`src/rtl/present_iter_ctrl.sv`:
```
// Iterative PRESENT-80 encryptor: one round, one key-schedule step per cycle,
// valid/ready handshake on the block input and the ciphertext output.
module present_iter_ctrl #(
    parameter int unsigned NROUNDS = 31
) (
    input  logic        clk,
    input  logic        rst,
    input  logic        in_valid,
    output logic        in_ready,
    input  logic [79:0] K,
    input  logic [63:0] M,
    output logic        out_valid,
    input  logic        out_ready,
    output logic [63:0] C,
    output logic        busy,
    output logic [4:0]  rnd
);

    typedef enum logic [1:0] {
        IDLE,
        RUN,
        DONE
    } fsm_t;

    localparam logic [4:0] LAST = 5'(NROUNDS);

    fsm_t        fsm_q, fsm_d;
    logic [63:0] state_q, state_d;
    logic [79:0] key_q, key_d;
    logic [4:0]  rnd_q, rnd_d;

    function automatic logic [3:0] sbox(input logic [3:0] x);
        logic [3:0] y;
        unique case (x)
            4'h0: y = 4'hC;
            4'h1: y = 4'h5;
            4'h2: y = 4'h6;
            4'h3: y = 4'hB;
            4'h4: y = 4'h9;
            4'h5: y = 4'h0;
            4'h6: y = 4'hA;
            4'h7: y = 4'hD;
            4'h8: y = 4'h3;
            4'h9: y = 4'hE;
            4'hA: y = 4'hF;
            4'hB: y = 4'h8;
            4'hC: y = 4'h4;
            4'hD: y = 4'h7;
            4'hE: y = 4'h1;
            4'hF: y = 4'h2;
            default: y = 4'h0;
        endcase
        return y;
    endfunction

    function automatic logic [63:0] sbox_layer(input logic [63:0] s);
        logic [63:0] o;
        o = '0;
        for (int n = 0; n < 16; n++) begin
            o[4*n +: 4] = sbox(s[4*n +: 4]);
        end
        return o;
    endfunction

    // Bit i moves to 16*i mod 63; bit 63 stays put.
    function automatic logic [63:0] p_layer(input logic [63:0] s);
        logic [63:0] o;
        logic [5:0]  idx;
        o = '0;
        for (int i = 0; i < 63; i++) begin
            idx      = 6'((i * 16) % 63);
            o[idx]   = s[i];
        end
        o[63] = s[63];
        return o;
    endfunction

    function automatic logic [63:0] key_addition(
        input logic [63:0] s,
        input logic [79:0] k
    );
        return s ^ k[79:16];
    endfunction

    function automatic logic [63:0] round_f(
        input logic [63:0] s,
        input logic [79:0] k
    );
        return p_layer(sbox_layer(key_addition(s, k)));
    endfunction

    function automatic logic [79:0] key_schedule(
        input logic [79:0] k,
        input logic [4:0]  r
    );
        logic [79:0] t;
        t          = {k[18:0], k[79:19]};
        t[79:76]   = sbox(t[79:76]);
        t[19:15]   = t[19:15] ^ r;
        return t;
    endfunction

    always_ff @(posedge clk) begin
        if (rst) begin
            fsm_q   <= IDLE;
            state_q <= '0;
            key_q   <= '0;
            rnd_q   <= '0;
        end else begin
            fsm_q   <= fsm_d;
            state_q <= state_d;
            key_q   <= key_d;
            rnd_q   <= rnd_d;
        end
    end

    always_comb begin
        fsm_d   = fsm_q;
        state_d = state_q;
        key_d   = key_q;
        rnd_d   = rnd_q;
        unique case (fsm_q)
            IDLE: begin
                if (in_valid) begin
                    state_d = M;
                    key_d   = K;
                    rnd_d   = 5'd1;
                    fsm_d   = RUN;
                end
            end
            RUN: begin
                // Round and key update both consume the pre-edge key.
                state_d = round_f(state_q, key_q);
                key_d   = key_schedule(key_q, rnd_q);
                if (rnd_q == LAST) begin
                    fsm_d = DONE;
                end else begin
                    rnd_d = rnd_q + 5'd1;
                end
            end
            DONE: begin
                if (out_ready) begin
                    fsm_d = IDLE;
                end
            end
            default: fsm_d = IDLE;
        endcase
    end

    assign in_ready  = (fsm_q == IDLE) && !rst;
    assign out_valid = (fsm_q == DONE);
    assign busy      = (fsm_q == RUN);
    assign rnd       = rnd_q;
    assign C         = key_addition(state_q, key_q);

endmodule

```
`config.mk`:
```
export PLATFORM = sky130hd
export DESIGN_NAME = present_iter_ctrl
export DESIGN_NICKNAME = d
export VERILOG_FILES = /design/src/rtl/present_iter_ctrl.sv
export SDC_FILE = /design/constraint.sdc
export NUM_CORES = 1
export LEC_CHECK = 0
export CORE_UTILIZATION = 35
export CTS_CLUSTER_SIZE = 12
export DETAILED_ROUTE_END_ITERATION = 10
export GPL_TIMING_DRIVEN = 0
export SLEW_MARGIN = 40
export SYNTH_ARGS = -nofsm -noshare
export SYNTH_HDL_FRONTEND = slang
export SYNTH_SLANG_ARGS = --single-unit
```
`constraint.sdc`:
```
create_clock -name clk -period 2.4 [get_ports clk]
set_input_delay 0.48 -clock clk [delete_from_list [all_inputs] [get_ports clk]]
set_output_delay 0.48 -clock clk [all_outputs]
set_load 0.005 [all_outputs]
```
# Yosys cells after proc, flatten, opt, wreduce, memory -nomap -nowiden
# Memory sizes are Yosys's and may differ from the RTL's. A register that Yosys moved wholly into a read port is not among the register bits.
# Index checks and enable logic that the tools add are counted.
# W data, S select, Z words.
[totals] register_bits=151 latchBits=0 ramBits=0 mem_bits_ro=1088 output_inout_bits=72 wordCells=51 memories=17
[memory_table] name="(name not given)" depth=16 width=4 rd=1 rd_ports_with_merged_regs=0 write_ports=0 line_no="34" text="unique case (x)"
[memory_table] name="(name not given)" depth=16 width=4 rd=1 rd_ports_with_merged_regs=0 write_ports=0 line_no="34"
[memory_table] name="(name not given)" depth=16 width=4 rd=1 rd_ports_with_merged_regs=0 write_ports=0 line_no="34"
[memory_table] name="(name not given)" depth=16 width=4 rd=1 rd_ports_with_merged_regs=0 write_ports=0 line_no="34"
[memory_table] name="(name not given)" depth=16 width=4 rd=1 rd_ports_with_merged_regs=0 write_ports=0 line_no="34"
[memory_table] name="(name not given)" depth=16 width=4 rd=1 rd_ports_with_merged_regs=0 write_ports=0 line_no="34"
[memory_table] name="+11 memories"
[op_classes] addsub=1 n_mul=0 n_div=0 magnitude_cmp=0 n_eq_ne=7 shifts=0 mux=13 bitwise_logic=2 n_reduce_logical=7
[op_table] cell="$pmux W80 S2" n=1
[op_table] cell="$pmux W64 S2" n=1
[op_table] cell="$mux W80" n=1
[op_table] cell="$mux W64" n=1
[op_table] cell="$xor A64 B64 Y64" n=1
[op_table] cell="$mux W5" n=2
[op_table] cell="$pmux W5 S2" n=1
[op_table] cell="$mux W4" n=2
[op_table] cell="$mux W2" n=3
[op_table] cell="$pmux W2 S3" n=1
[op_table] cell="$reduce_and A3 Y1" n=2
[op_table] cell="$add A5 B1 Y5 const B" n=1
[op_table] cell="$eq A5 B5 Y1 const B" n=1
[op_table] cell="$xor A5 B5 Y5" n=1
[op_table] cell="$ne A2 B1 Y1 const B" n=2
[op_table] cell="$ne A2 B2 Y1 const B" n=2
[op_table] cell="$eq A2 B1 Y1 const B" n=1
[op_table] cell="$eq A2 B2 Y1 const B" n=1
[op_table] cell="$logic_not A2 Y1" n=1
[op_table] cell="$reduce_and A2 Y1" n=1
[op_table] cell="$reduce_bool A2 Y1" n=1
[op_table] cell="$logic_and A1 B1 Y1" n=1
[op_table] cell="$logic_not A1 Y1" n=1

# Logic depth before layout (Yosys ltp)
# Gate-level depths: netlist of the first run.
[logic_depth] ltp_word=5 ltp_mapped=10

# Worst setup path after synthesis of the first run
# Ideal clock, no wire load.
[synth_path] kind="input-to-reg" startpoint="in rst" endpoint="reg with a tool-made name" setup_time_ps=116 arrival_ps=1993 setup_slack_ps=290 cell_stages=9 n_path_buf=3 cell_sequence="clkbuf_1 clkbuf_1 buf_1 a21oi_1 ha_1 o21bai_1 mux2i_1 o31a_1 a21oi_1"
[synth_rtl] item="start, declared" line_no="7" text="input logic rst,"

# Worst setup path after layout of the first run
[layout_path] startpoint="reg key_q[19]" endpoint="out C[3]"
[layout_between] elab_chain_len=1
[layout_lines] item="start, declared" line_no="29" text="logic [79:0] key_q, key_d;"
[layout_lines] item="start signal, assigned" line_no="112" text="key_q <= key_d;"
[layout_lines] item="$xor A64 B64 Y64" line_no="82" text="return s ^ k[79:16];"
[layout_lines] item="end, declared" line_no="14" text="output logic [63:0] C,"
# No other way between the ends.

==> results.md, run 1 <==
- Largest net degree at the start of global routing: 20
- NumNets Final: 1,656
- Util after Layout: 0.487
- Synth Flop Type: dfxtp_1
- Leak pwr: 5.76 nW
- Synth Area in Compound Gates: 0.184
- GRT Resource Usage Total: 0.263
- Total Wirelength: 39,900 um
- Clock-pin slew on the worst setup and hold paths: roughly 0.07 ns
- RePlAce Congestion: 0.943
- Post-DP HPWL: 31,800 um
- Residual DRC: 0
- Slew headroom: 0.487
- Final Critical Period: 2.38 ns
- Die W: roughly 170 um
- Core box area: 0.0287 mm2
- Commonest non-fill, non-tap cells in the layout: clkdlybuf4s50_1, nand2_1, dfxtp_1
- Syn nets: 1,416
- Ratio of cells with drive above 1 in the final layout: 0.130
- Seq/Total Area, Yosys: 0.304
- Die Area: around 0.03 mm2
- First-pass iteration count of the detailed router: 5
- Max Cap Viol: 0
- Fraction of synthesized cell area in xor and xnor cells: 0.0932
- First-pass GRT wire length: roughly 60,000 um
- Clock skew: roughly 0.012 ns
- Vias in the first global route: 9,350
- Critical path endpoint category: output pin
- Synth cell types: 49
- H-tree levels: 4
- P&R area growth vs syn: 36.7%
- Crit-path max FO: 6
- CP Data Arrival Time: 1.90 ns
- Outcome: completed
- Post-Place Worst Slack: -0.729 ns
- Post-synth EDFFs: 0
- IO Pins: 220
- Die Y: 173 um
- Clk Latency, worst-skew pair: 0.45 ns
- Final setup vio count: 0
- Req. time, crit path: 1.92 ns
- Final ANT Viol Nets: 0
- Finished layout cell area: around 0.014 mm2
- Final Hold Fails: 0
- Worst setup margin: 0.0244 ns
- Diode count: 0
- Commonest non-fill, non-tap cell in the layout: clkdlybuf4s50_1
- Max Clock Freq: 421 MHz
- Vias per cell: 5.48
- Cell Area, Placed: between 0.01 and 0.015 mm2
- Overflow after GRT: 0
- Number of port buffers: between 200 and 250
- Post-synthesis mux area share: 0.111
- Kind of critical path: flip-flop to output pin
- Period utilization: 0.990
- HP Class: flip-flop to flip-flop
- Via count: 9,968
- Number of CTS-inserted buffers: 17
- Starting Density: 0.356
- Unrepaired setup endpoints after global routing: no
- Iter 0 DRT Violations: roughly 1,000
- Num rows: 62
- Synth warn: 0
- Post-synthesis adder-cell area fraction: 0.107
- Clock Sinks: between 150 and 200
- Pwr/cell area: ~700 mW/mm2
- Simple-gate area share of the yosys netlist: 0.136
- Post-Syn Instances: roughly 1,200
- VDD IR max: 0.000491 V
- Post-synth ARST share: 0
- Synthesized area: a little over 0.01 mm2
- Worst-Margin Slew: between 0.7 and 0.8 ns
- Avg WL per Cell: 22.0 um
- Combinational family with the most area after synthesis: compound AO/OA/AOI/OAI gates
- Clock Path Buffers: 2
- Clk root buf: clkbuf_16
- Final Max Tran Viols: 0
- Syn Area/Cell: 8.65 um2
- Critical path launch point type: flip-flop
- CTS tree: yes
- FF+latch count, synth: 155
- Antenna violations before repair: 0
==> per-layer routing <==
layer | vias to the layer above | global-route usage | part of all wire
met2 | 477 | 0.412 | 0.45
met1 | 4817 | 0.366 | 0.44
li1 | 4611 | - | -
met3 | 63 | 0.0374 | 0.080
met5 | - | 0 | 0
met4 | 0 | 0.0977 | 0.032
==> sequential cells by signal, summed over array words and instances, names as in the netlist, named ones only <==
register and count:
rnd 5, fsm_q 2, state_q 64, key_q 80
==> what timing repair did <==
action,CTS,global route
setup buffers,2,3
hold buffers,0,0
setup endpoints to repair,16,52
pin swaps,0,1
gates resized for setup,33,39
==> kinds of logic after synthesis <==
logic type,after synthesis
xor gates and xnor gates,86
muxes,70
adders and majority gates,87
and+or+nand+nor,353
DFF,155
AOI/OAI and AO/OA,260
buffers and inverters,170
==> area by class of cell <==
cell class / instances / area, um2
clock buffers: 18 / 439
multi-input cells: 856 / 6820
well taps: 384 / 480
plain buffers: 80 / 394
flip-flops and latches: 155 / 3100
repair buffers: 223 / 2220
fillers: 2761 / 14700
clock inverters: 14 / 174
inverters: 88 / 338
==> worst max-delay path: stages, from the launching register on <==
cell and delay [ns]:
dfxtp_1 0.57, xor2_2 0.32, clkdlybuf4s50_1 0.56
==> cell usage after synthesis (25+ instances only) <==
library cell,number,area [um2]
xnor2_1,37,324
nor3_1,25,125
nor2_1,121,454
nand2_1,195,732
inv_1,84,315
a311oi_1,76,666
mux2i_1,30,300
a21oi_1,78,390
ha_1,87,1090
o221ai_1,28,245
clkbuf_1,44,165
buf_2,31,155
dfxtp_1,155,3100
mux4_2,27,608
==> worst paths after layout <==
path / start / slack (ns) / depth (start not counted) / to
max reg2reg: key_q[41] / 0.08 / 6 / state_q[38]
max: key_q[19] / 0.02 / 2 / C[3]
min: state_q[3] / 0.49 / 2 / state_q[3]
min reg2reg: state_q[3] / 0.49 / 2 / state_q[3]
==> power breakdown <==
part	internal [mW]	total (mW)	switching, mW
sequential	2.84	3.17	0.332
clock	1.61	2.87	1.26
combinational	1.87	3.90	2.03
==> through the flow <==
step                      setup TNS [ns]  power (mW)  instances  hold slack, ns
after global routing                   0        10.4       1818           0.509
after floorplan                        0        5.27       1181           0.440
final                                  0        9.93       1818           0.489
after CTS                              0        9.77       1816           0.470
after global placement             -5.20        6.84       1783           0.451
after detailed placement           -4.55        6.89       1783           0.460
Power figures use the tool's default switching activity.
==> run 2: changes to the inputs <==
--- a/config.mk
+++ b/config.mk
@@ -6,7 +6,7 @@
 export NUM_CORES = 1
 export LEC_CHECK = 0
 export CORE_UTILIZATION = 35
-export CTS_CLUSTER_SIZE = 12
+export CTS_CLUSTER_SIZE = 28
 export DETAILED_ROUTE_END_ITERATION = 10
 export GPL_TIMING_DRIVEN = 0
 export SLEW_MARGIN = 40
==> results of run 2 <==
No change in the layout: final DEF, timing and power equal those of run 1.
==> run 3: changes to the inputs <==
--- a/config.mk
+++ b/config.mk
@@ -8,6 +8,7 @@
 export CORE_UTILIZATION = 35
 export CTS_CLUSTER_SIZE = 28
 export DETAILED_ROUTE_END_ITERATION = 10
+export DONT_BUFFER_PORTS = 1
 export GPL_TIMING_DRIVEN = 0
 export SLEW_MARGIN = 40
 export SYNTH_ARGS = -nofsm -noshare
==> run 3 against run 2 <==
Hold slack worse by 0.30 ns. Utilization fell by 8.3 points. Register-to-register slack about the same. Flip-flop and latch count unchanged. Final area is 17% lower. Sequential power about the same. Clock skew down 0.0019 ns. Global-route usage about the same. Worst setup slack improved by 0.030 ns. Via count down 7.4%. Sequential share of layout area grew 4.6 points. Maximum frequency up 1.3%. Largest cell class unchanged.
==> results.md, run 3 (same netlist as run 1, synthesis figures left out) <==
- VDD IR max: 0.000413 V (-16%)
- Vias per cell: 5.75 (+4.9%)
- Post-DP HPWL: 31,900 um (+0.19%)
- Commonest non-fill, non-tap cells in the layout: nand2_1, dfxtp_1, nor2_1
- Number of port buffers: 0 (-100%)
- Number of CTS-inserted buffers: 17 (unchanged)
- Leak pwr: 4.84 nW (-16%)
- Iter 0 DRT Violations: 929 (-11%)
- CP peak stage delay: 0.43 ns (-0.14 ns)
- First-pass iteration count of the detailed router: 7 (+2)
- IO Pins: 220 (unchanged)
- Starting Density: 0.356 (unchanged)
- Slew headroom: 0.494 (+0.00755)
- Final setup vio count: 0 (unchanged)
- Kind of critical path: flip-flop to output pin
- Ratio of cells with drive above 1 in the final layout: 0.142 (+0.0127)
- GRT Resource Usage Total: 0.263 (-0.000432)
- Top reg by flops: key_q
- Core box area: 0.0287 mm2 (unchanged)
- Pwr/cell area: 790 mW/mm2 (+11%)
- Hold endpoint: key_q[70]
- Period utilization: 0.977 (-0.0125)
- First-pass GRT wire length: 57,400 um (-1.7%)
- NumNets Final: 1,437 (-13%)
- CP Data Arrival Time: 1.87 ns (-0.03 ns)
- Flop2flop setup slack: 0.09 ns (about the same)
- Final ANT Viol Nets: 0 (unchanged)
- Clock Sinks: 155 (unchanged)
- Antenna violations before repair: 6 (+6)
- Total Wirelength: 39,900 um (-0.13%)
- Critical path endpoint category: output pin
- Final Max Tran Viols: 0 (unchanged)
- CTS tree: yes
- Worst-Margin Slew: 0.758 ns (-0.0113 ns)
- CP most frequent cell: buf_2
- Die Area: 0.0299 mm2 (unchanged)
- Num rows: 62 (unchanged)
- Crit-path cells: buf_2 > buf_2 > clkbuf_1 > nor2_1
- Hold Worst Slack: 0.188 ns (-0.302 ns)
- R2R Path End: state_q[34]
- Hold buffers post-CTS: 0 (unchanged)
- Max Clock Freq: 426 MHz (+1.3%)
- HP Class: input port to flip-flop
- Residual DRC: 0 (unchanged)
- Die W: 173 um (unchanged)
- Hold_sp: K[70]
- RePlAce Congestion: 0.940 (-0.32%)
- Outcome: completed
- Clk root buf: clkbuf_16
- Critical path launch point type: flip-flop
- Largest net degree at the start of global routing: 17 (-15%)
- Largest register FFs: 80 (unchanged)
- Final Hold Fails: 0 (unchanged)
- Overflow after GRT: 0 (unchanged)
- Via count: 9,230 (-7.4%)
- Clock Path Buffers: 2 (unchanged)
- Avg WL per Cell: 24.8 um (+13%)
- Req. time, crit path: 1.92 ns (about the same)
- H-tree levels: 4 (unchanged)
- P&R area growth vs syn: 13.4%
- Worst R2R Start: key_q[25]
- Die Y: 173 um (unchanged)
- Worst setup margin: 0.0544 ns (+0.0300 ns)
- Hold path cells: 2 (unchanged)
- Commonest non-fill, non-tap cell in the layout: nand2_1
- Max Cap Viol: 0 (unchanged)
- Crit-path max FO: 10 (+4)
- Clock skew: 0.00990 ns (-0.00187 ns)
- Final Critical Period: 2.35 ns (-0.0300 ns)
- Vias in the first global route: 8,681 (-7.2%)
- Clock-pin slew on the worst setup and hold paths: 0.07 ns (about the same)
- Clk Latency, worst-skew pair: 0.45 ns (about the same)
- Post-Place Worst Slack: -0.580 ns (+0.149 ns)
- Reg2Reg Depth: 6 (unchanged)
- Slowest CP cell: clkbuf_1
==> run 3: per-layer routing <==
metal | wire (um) | GRT usage
met5 | 0 | 0
met4 | 1380 | 0.117
met3 | 4340 | 0.0800
met2 | 18000 | 0.409
met1 | 16100 | 0.334
==> run 3: worst max-delay path by stage <==
stage | from | to | slack (ns) | cells past startpoint
after floorplan | rst | flip-flop | 0.29 | 9
after global placement | rst | flip-flop | -0.55 | 9
after detailed placement | rst | flip-flop | -0.58 | 9
after CTS | key_q[48] | state_q[40] | 0.0002 | 6
after global routing | key_q[16] | state_q[32] | -0.001 | 6
final | fsm_q[0] | out_valid | 0.05 | 4
==> run 3: report_power, final <==
part	internal (mW)	switching [mW]
clock	1.50	1.29
sequential	2.84	0.310
combinational	1.29	1.92
total	5.63	3.52
==> run 3: metrics by stage <==
step	setup TNS [ns]	power [mW]	std cells	utilization	instance area (um2)
6_report	0	9.15	1605	0.404	11600
5_1_grt	-0.00143	9.54	1605	0.404	11600
4_1_cts	0	9.01	1597	0.396	11400
3_5_place_dp	-2.03	6.23	1565	0.373	10700
3_3_place_gp	-1.86	6.16	1565	0.373	10700
2_1_floorplan	0	5.27	1181	-	10200
==> run 3: critical path, delay by kind of cell (launching register included) <==
kind / cells / cell delay (ns)
AND/OR/NAND/NOR: 1 / 0.17
flip-flops: 1 / 0.33
buffers and inverters: 3 / 0.91
==> run 3: area by class of cell <==
type / count / area [um2]
fillers: 2946 / 17100
diodes: 6 / 15.0
well taps: 384 / 480
clock buffers: 18 / 439
repair buffers: 2 / 15.0
flip-flops and latches: 155 / 3100
inverters: 88 / 330
clock inverters: 14 / 151
plain buffers: 82 / 365
multi-input cells: 856 / 6690
==> run 3: what timing repair did <==
item,CTS,global route
setup endpoints to repair,13,24
pin swaps,0,4
buffers inserted,0,2
gates resized for setup,12,31
gates cloned,0,0
endpoints found under the hold margin,0,0
